==> src/rtl/chained_zero_detector.sv <==
// rtl/chained_zero_detector.sv - two-stage zero / leading-zero detector over multi-beat operands
module chained_zero_detector #(
  parameter int REGISTER_LENGTH = 64,
  parameter int LANE_WIDTH      = 8,
  parameter int MAX_BEATS       = 4,
  localparam int LANES          = REGISTER_LENGTH / LANE_WIDTH,
  localparam int CNT_WIDTH      = $clog2(REGISTER_LENGTH * MAX_BEATS + 1)
) (
  input  logic                       clk_i,
  input  logic                       rst_n_i,
  input  logic                       valid_i,
  input  logic                       first_i,
  input  logic                       last_i,
  input  logic [REGISTER_LENGTH-1:0] in_i,
  input  logic                       stall_i,
  output logic                       ready_o,
  output logic                       valid_o,
  output logic                       zero_o,
  output logic [LANES-1:0]           lane_zero_o,
  output logic [CNT_WIDTH-1:0]       lzc_o,
  output logic                       ovf_o,
  output logic                       err_o
);

  localparam int BW = $clog2(MAX_BEATS + 2);
  localparam logic [BW-1:0]      BEAT_SAT = BW'(MAX_BEATS + 1);
  localparam logic [BW-1:0]      BEAT_MAX = BW'(MAX_BEATS);
  localparam logic [CNT_WIDTH:0] LZC_SAT  = (CNT_WIDTH + 1)'(REGISTER_LENGTH * MAX_BEATS);

  typedef enum logic {IDLE, OPEN} state_t;

  function automatic logic [CNT_WIDTH-1:0] count_lz(input logic [REGISTER_LENGTH-1:0] w);
    logic [CNT_WIDTH-1:0] n;
    n = CNT_WIDTH'(REGISTER_LENGTH);
    for (int i = 0; i < REGISTER_LENGTH; i++)
      if (w[i]) n = CNT_WIDTH'(REGISTER_LENGTH - 1 - i);
    return n;
  endfunction

  assign ready_o = ~stall_i;

  logic [LANES-1:0] lane_zero_c;
  always_comb begin
    lane_zero_c = '0;
    for (int j = 0; j < LANES; j++)
      lane_zero_c[j] = ~|in_i[j*LANE_WIDTH +: LANE_WIDTH];
  end

  // Stage 1: capture the accepted beat and its lane mask
  logic                       s1_valid;
  logic                       s1_first;
  logic                       s1_last;
  logic [REGISTER_LENGTH-1:0] s1_data;
  logic [LANES-1:0]           s1_lane_zero;

  always_ff @(posedge clk_i or negedge rst_n_i) begin
    if (!rst_n_i) begin
      s1_valid     <= 1'b0;
      s1_first     <= 1'b0;
      s1_last      <= 1'b0;
      s1_data      <= '0;
      s1_lane_zero <= '0;
    end else if (!stall_i) begin
      s1_valid <= valid_i;
      if (valid_i) begin
        s1_first     <= first_i;
        s1_last      <= last_i;
        s1_data      <= in_i;
        s1_lane_zero <= lane_zero_c;
      end
    end
  end

  // Stage 2: chain accumulation
  state_t               state;
  logic                 acc_zero;
  logic                 acc_ovf;
  logic                 acc_err;
  logic [CNT_WIDTH-1:0] acc_lzc;
  logic [BW-1:0]        beat_cnt;

  logic                 word_zero;
  logic [CNT_WIDTH-1:0] word_lzc;
  logic [CNT_WIDTH:0]   lzc_sum;
  logic                 zero_n;
  logic                 ovf_n;
  logic                 err_n;
  logic [CNT_WIDTH-1:0] lzc_n;
  logic [BW-1:0]        cnt_n;

  always_comb begin
    word_zero = &s1_lane_zero;
    word_lzc  = count_lz(s1_data);
    lzc_sum   = {1'b0, acc_lzc} + {1'b0, word_lzc};
    zero_n    = word_zero;
    lzc_n     = word_lzc;
    cnt_n     = BW'(1);
    ovf_n     = 1'b0;
    err_n     = ~s1_first;
    // A first beat always restarts; a headless beat in IDLE starts a chain flagged as an error
    if (!s1_first && state == OPEN) begin
      cnt_n  = (beat_cnt == BEAT_SAT) ? beat_cnt : beat_cnt + BW'(1);
      ovf_n  = acc_ovf | (beat_cnt >= BEAT_MAX);
      err_n  = acc_err;
      zero_n = acc_zero & word_zero;
      if (acc_zero)
        lzc_n = (lzc_sum > LZC_SAT) ? LZC_SAT[CNT_WIDTH-1:0] : lzc_sum[CNT_WIDTH-1:0];
      else
        lzc_n = acc_lzc;
    end
  end

  always_ff @(posedge clk_i or negedge rst_n_i) begin
    if (!rst_n_i) begin
      state       <= IDLE;
      acc_zero    <= 1'b0;
      acc_ovf     <= 1'b0;
      acc_err     <= 1'b0;
      acc_lzc     <= '0;
      beat_cnt    <= '0;
      valid_o     <= 1'b0;
      zero_o      <= 1'b0;
      lane_zero_o <= '0;
      lzc_o       <= '0;
      ovf_o       <= 1'b0;
      err_o       <= 1'b0;
    end else if (!stall_i) begin
      valid_o <= 1'b0;
      if (s1_valid) begin
        acc_zero <= zero_n;
        acc_ovf  <= ovf_n;
        acc_err  <= err_n;
        acc_lzc  <= lzc_n;
        beat_cnt <= cnt_n;
        state    <= s1_last ? IDLE : OPEN;
        if (s1_last) begin
          valid_o     <= 1'b1;
          zero_o      <= zero_n;
          lane_zero_o <= s1_lane_zero;
          lzc_o       <= lzc_n;
          ovf_o       <= ovf_n;
          err_o       <= err_n;
        end
      end
    end
  end

endmodule

==> config.mk <==
export PLATFORM = sky130hd
export DESIGN_NAME = chained_zero_detector
export DESIGN_NICKNAME = d
export VERILOG_FILES = /design/src/rtl/chained_zero_detector.sv
export SDC_FILE = /design/constraint.sdc
export NUM_CORES = 1
export LEC_CHECK = 0
export BUFFER_PORTS_ARGS = -buffer_cell sky130_fd_sc_hd__buf_2
export CAP_MARGIN = 30
export CORE_MARGIN = 3
export CORE_UTILIZATION = 59
export CTS_BUF_LIST = sky130_fd_sc_hd__clkbuf_4 sky130_fd_sc_hd__clkbuf_8
export DETAILED_ROUTE_END_ITERATION = 16
export PLACE_DENSITY = 0.88
export SYNTH_ARGS = -nofsm -noshare
export SYNTH_HDL_FRONTEND = slang
export SYNTH_SLANG_ARGS = --single-unit
==> constraint.sdc <==
create_clock -name clk_i -period 5.67 [get_ports clk_i]
set_clock_uncertainty 0.1 [all_clocks]
set_input_delay 0.2835 -clock clk_i [delete_from_list [all_inputs] [get_ports clk_i]]
set_output_delay 0.2835 -clock clk_i [all_outputs]
set_load 0.02 [all_outputs]
---- After elaboration in Yosys (flattened, before gate mapping) ----
Cells that the tools add are included.
operators by class
  order comparisons ....................... 2
  add/subtract/negate cells ............... 2
  mux-type cells .......................... 75
  reductions and logical operators ........ 23
  divide/modulo/power cells ............... 0
  bitwise logic cells ..................... 4
  multipliers ............................. 0
  eq/ne operators ......................... 2
  shift operators ......................... 0
operators with widths
  kind                                                      count
  2-to-1 mux 9 bit                                          66
  OR reduction 8 bit                                        8
  adder 9 x 9 -> 10 bit                                     1
  > comparator 10 x 9 -> 1 bit, second input constant       1
  zero test 1 bit                                           9
  AND reduction 8 bit                                       1
  2-to-1 mux 7 bit                                          1
  2-to-1 mux 1 bit                                          6
  2-to-1 mux 3 bit                                          2
  AND reduction 3 bit                                       2
  AND reduction 2 bit                                       2
  adder 3 x 1 -> 3 bit, second input constant               1
  equality test 3 bit, second input constant                1
  greater-or-equal comparator 3 bit, second input constant  1
  != test 2 bit, second input constant                      1
  inverter 1 bit                                            2
  AND 1 bit                                                 1
  logical AND 1 bit                                         1
  bitwise OR 1 bit                                          1
word-level totals
  input port bits ......................... 70
  latch bits .............................. 0
  output and inout bits ................... 22
  bits in registers ....................... 112
  bits in read-only memories .............. 0
  memories kept ........................... 0
  bits in writable memories ............... 0
  logic and storage cells ................. 125

---- Longest topological paths before layout ----
  depth in word-level cells ............... 69
  mapped depth ............................ 16
  depth with buffers taken out ............ 16

---- Worst setup path after synthesis ----
No wires, ideal clock.
  path type ............................... flip-flop to flip-flop
  from .................................... register s1_data[16]
  to ...................................... register acc_lzc[0]
  data arrival time ....................... 3951 ps
  stages on the path, launching flop included .. 15
  setup time .............................. 65 ps
  path slack .............................. 1555 ps
  path buffers ............................ 0
  required time ........................... 5505 ps
  clock period less this slack ............ 4115 ps
  cell sequence ........................... dfrtp_1 nor4_1 o21ai_0 a311oi_1 o41a_1 a21o_1 inv_1 ha_1 a21oi_1 nor3_1 or4b_4 or4b_4 o31ai_4 and4_2 a211o_1
on the way
  longest elaborated chain between the ends .. 53
RTL lines
  element                             line  source
  start: declaration                  53    logic [REGISTER_LENGTH-1:0] s1_data;
  start signal: assignment            68    s1_data <= in_i;
  2-to-1 mux 9 bit (*) (48 in a row)  36    if (w[i]) n = CNT_WIDTH'(REGISTER_LENGTH - 1 - i);
  adder 9 x 9 -> 10 bit               94    lzc_sum = {1'b0, acc_lzc} + {1'b0, word_lzc};
  > comparator 10 x 9 -> 1 bit        107   lzc_n = (lzc_sum > LZC_SAT) ? LZC_SAT[CNT_WIDTH-1:0] : lzc_sum[CNT_WIDTH-1:0];
  2-to-1 mux 9 bit                    107
  2-to-1 mux 9 bit                    106   if (acc_zero)
  2-to-1 mux 9 bit (*)                101   if (!s1_first && state == OPEN) begin
  end signal: assignment              133   acc_lzc <= lzc_n;
  end: declaration                    79    logic [CNT_WIDTH-1:0] acc_lzc;
Mark *: on every way between the ends. The rest lies on a longest branch, timed or not.
A chain may end at the register's enable or synchronous reset.

---- Final worst setup path ----
  from .................................... register s1_data[16]
  to ...................................... register lzc_o[2]
on the way
  longest elaborated chain between the ends .. 53
RTL lines
  element                             line  source
  2-to-1 mux 9 bit (*) (48 in a row)  36
  adder 9 x 9 -> 10 bit               94
  > comparator 10 x 9 -> 1 bit        107
  2-to-1 mux 9 bit                    107
  2-to-1 mux 9 bit                    106
  2-to-1 mux 9 bit (*)                101
  end signal: assignment              140   lzc_o <= lzc_n;
  end: declaration                    20    output logic [CNT_WIDTH-1:0] lzc_o,
Marked as above.

==> qor.yml <==
synth:
  async_flop_share: 1.00
  synth_compound_gate_area_share: 0.150
  syn-mean-instance-area_um2: 8.18
  muxShareOfSynthArea: 0
  yosys.area_share.xor_xnor: 0.00447
  synth_edf_count: 0
  synth_cell_types: 62
  synthesis.area_um2: 5880
  synth_seq_cells: 112
  synth_top_family_by_area: "simple AND/OR/NAND/NOR gates"
  yosysTopAreaCellShare: 0.476
  ys_top_cells_by_area: "dfrtp_1 (48%), nand2_1 (16%), nor4_1 (4.5%)"
  ys_seq_area_frac: 0.476
  yosys_warnings: 0
  yosys.area.top_type: "dfrtp_1"
  syn_nets: 799
  syn_inst: 719
  synthAdderAreaFrac: 0.0225
  yosys.area_share.simple: 0.315
  synth-main-ff-cell: "dfrtp_1"
clock_tree:
  clk_latency_ps: 390
  clkTransAtPathRegs_ps: 130
  cts.sinks: 112
  post_cts_buffers: 0
  cts_tree: "done"
  cts_resized: 0
  hold_buffers: 20
  cts_buffer_depth: 2
  ctsRootBufferMaster: "clkbuf_8"
  htreeDepth: 3
  numCtsBuffers: 9
grt:
  grt_antenna_before_repair: 0
  grt_max_degree: 75
  grt_pass1_vias: 5671
  grt.overflow.total: 0
  grt.total_usage: 0.300
  grt_pass1_wl_um: 27200
sta:
  worst_slack_ps: 880
  fin_crit_sh: 0.845
  setup_tns_ps: 0
  max_freq_mhz: 209
  timing.hold.ws_ps: -0.0277
  slew_violations: 0
  rsz0062_at_grt: "no"
  min_period_ps: 4790
  tightest_slew_ps: 891
  hold_viol_final: 1
  setup_viol: 0
  slew_headroom: 0.404
floorplanning:
  die_area_um2: 11200
  die_h_um: 106
  core_um2: 9460
  start_util: 0.622
  rows: 35
  pin_count: 92
  die_w_um: 106
worst_setup_path:
  worstSetupEndpointType: "flop"
  crit_cells: 14
  path_buf_inv: 1
  path_max_fanout: 8
  crit_arrival_ps: 5000
  path_delay_family: "simple AND/OR/NAND/NOR gates"
  slowest_delay_ps: 590
  rr_worst_depth: 14
  endpoint: "lzc_o[2]$_DFFE_PN0P_"
  reg2reg_from: "s1_data[16]$_DFFE_PN0P_"
  cp_cell_sequence: "nor4_1 -> o21ai_0 -> a311oi_1 -> o41a_1 -> a21o_1 -> inv_1 -> ha_1 -> a21oi_1 -> nor3_1 -> or4b_4 -> or4b_4 -> o31ai_4 -> nand3_1 -> o22ai_1"
  path_common_cell: "or4b_4"
  slowest_stage: "nor4_1"
  crit_path_start: "s1_data[16]$_DFFE_PN0P_"
  crit_type: "flop to flop"
  r2r_slack_ps: 880
  rr_endpoint: "lzc_o[2]$_DFFE_PN0P_"
  worst_ep_required_time_ps: 5880
  start_kind: "flop"
power_and_ir_drop:
  power.leakage_nw: 3.30
  powerDensity_nw_per_um2: 296
  ir_drop_mv: 0.150
cells_and_area:
  final_common_cell: "nand2_1"
  layout_common_cells: "nand2_1 (250), dfrtp_1 (112), buf_2 (90), nor4_1 (42), nor2_1 (40)"
  antenna_cells: 0
  fillers: 743
  area_growth_pct: 16.4
  final_cell_count_no_fill: 953
  layout-drive-gt1-share: 0.154
  nNetsFinal: 899
detailed_routing:
  via_per_inst: 6.09
  first_pass_iters: 5
  detail_route.wl_per_cell_um: 17.0
  drt_iter0_drc: 412
  wirelength_um: 16200
  vias: 5807
  antenna_left: 0
  drc: 0
run_status:
  status: "finished with violations"
  violations: "negative hold slack"
placed_design:
  dpl.hpwl_um: 11300
  io_buffers: 91
  place_ws_ps: 965
  gp_congestion: 0.972
  dp.cells: 917
min_path:
  hp-class: "input pin to flop"
job:
  cap_violations: 0
[worst register-to-register path: cells and delay by family, from the launching register on]
kind	cells	cell delay, ps
compound gates	7	1800
fa+ha+maj	1	290
buf+inv	1	80
simple gates	5	2010
flops	1	430
[cell usage after synthesis (3+ instances only)]
| master | count |
|---|---|
| nand4_1 | 10 |
| o21ai_0 | 32 |
| nand3_1 | 12 |
| a22oi_1 | 3 |
| inv_1 | 24 |
| o31ai_1 | 12 |
| and2_1 | 5 |
| nor3b_1 | 4 |
| nor2b_1 | 8 |
| or2_2 | 3 |
| a21oi_1 | 34 |
| nor3_1 | 10 |
| buf_1 | 3 |
| or4_1 | 3 |
| a211o_1 | 3 |
| clkbuf_1 | 22 |
| nor4_1 | 42 |
| nand2b_1 | 8 |
| o22ai_1 | 6 |
| nand2_1 | 251 |
| o2111ai_1 | 3 |
| o211ai_1 | 8 |
| nand3b_1 | 3 |
| ha_1 | 9 |
| a31oi_1 | 7 |
| nor2_1 | 40 |
| dfrtp_1 | 112 |
[sequential cells by signal, indices dropped and copies added (netlist names), 3 cells and up]
signal	count
s1_lane_zero	8
acc_lzc	9
s1_data	64
lzc_o	9
lane_zero_o	8
beat_cnt	3
[area by class of cell]
cell class | count | area, um^2 | share of cell area
Timing Repair Buffer | 115 | 688 | 0.101
Tap cell | 129 | 161 | 0.0236
Inverter | 24 | 90.1 | 0.0132
Multi-Input combinational cell | 557 | 2900 | 0.424
Sequential cell | 112 | 2800 | 0.409
Clock inverter | 7 | 77.6 | 0.0113
Clock buffer | 9 | 124 | 0.0181
[kinds of logic (layout without fill, tap and decap cells)]
kind of cell / after synthesis / count (layout)
XOR/XNOR: 3 / 3
AND/OR/NAND/NOR: 410 / 410
flip-flops: 112 / 112
adder cells (fa/ha/maj): 10 / 10
AO/OA/AOI/OAI: 134 / 134
buffers and inverters: 50 / 155
[per-layer routing]
layer  share of wire  global-route usage
met5               0                   0
met4           0.029               0.113
met3           0.076              0.0465
met2            0.48               0.499
met1            0.41               0.399
[stage by stage]
stage	utilization	instance area [um^2]	power, mW
floorplan	-	5880	1.35
global placement	0.680	6440	1.51
detailed placement	0.681	6440	1.53
CTS	0.724	6850	2.02
global route	0.724	6850	2.14
finish	0.724	6850	2.03
[worst min-delay path by stage]
stage          startpoint  cells past startpoint  slack, ps                     endpoint
2_1_floorplan     rst_n_i                      0       -110          acc_err$_DFFE_PN0P_
3_3_place_gp      rst_n_i                      1        250  s1_lane_zero[6]$_DFFE_PN0P_
3_5_place_dp      rst_n_i                      1        260  s1_lane_zero[7]$_DFFE_PN0P_
4_1_cts          in_i[49]                      3        0.5      s1_data[49]$_DFFE_PN0P_
5_1_grt          in_i[19]                      3        0.8      s1_data[19]$_DFFE_PN0P_
6_report          in_i[5]                      3      -0.03       s1_data[5]$_DFFE_PN0P_
[report_power, final]
group          switching (mW)  leakage, nW  internal [mW]
clock                   0.317       0.0979          0.175
combinational           0.302         1.78          0.202
sequential              0.121         1.42          0.910
Power figures use the tool's default switching activity.
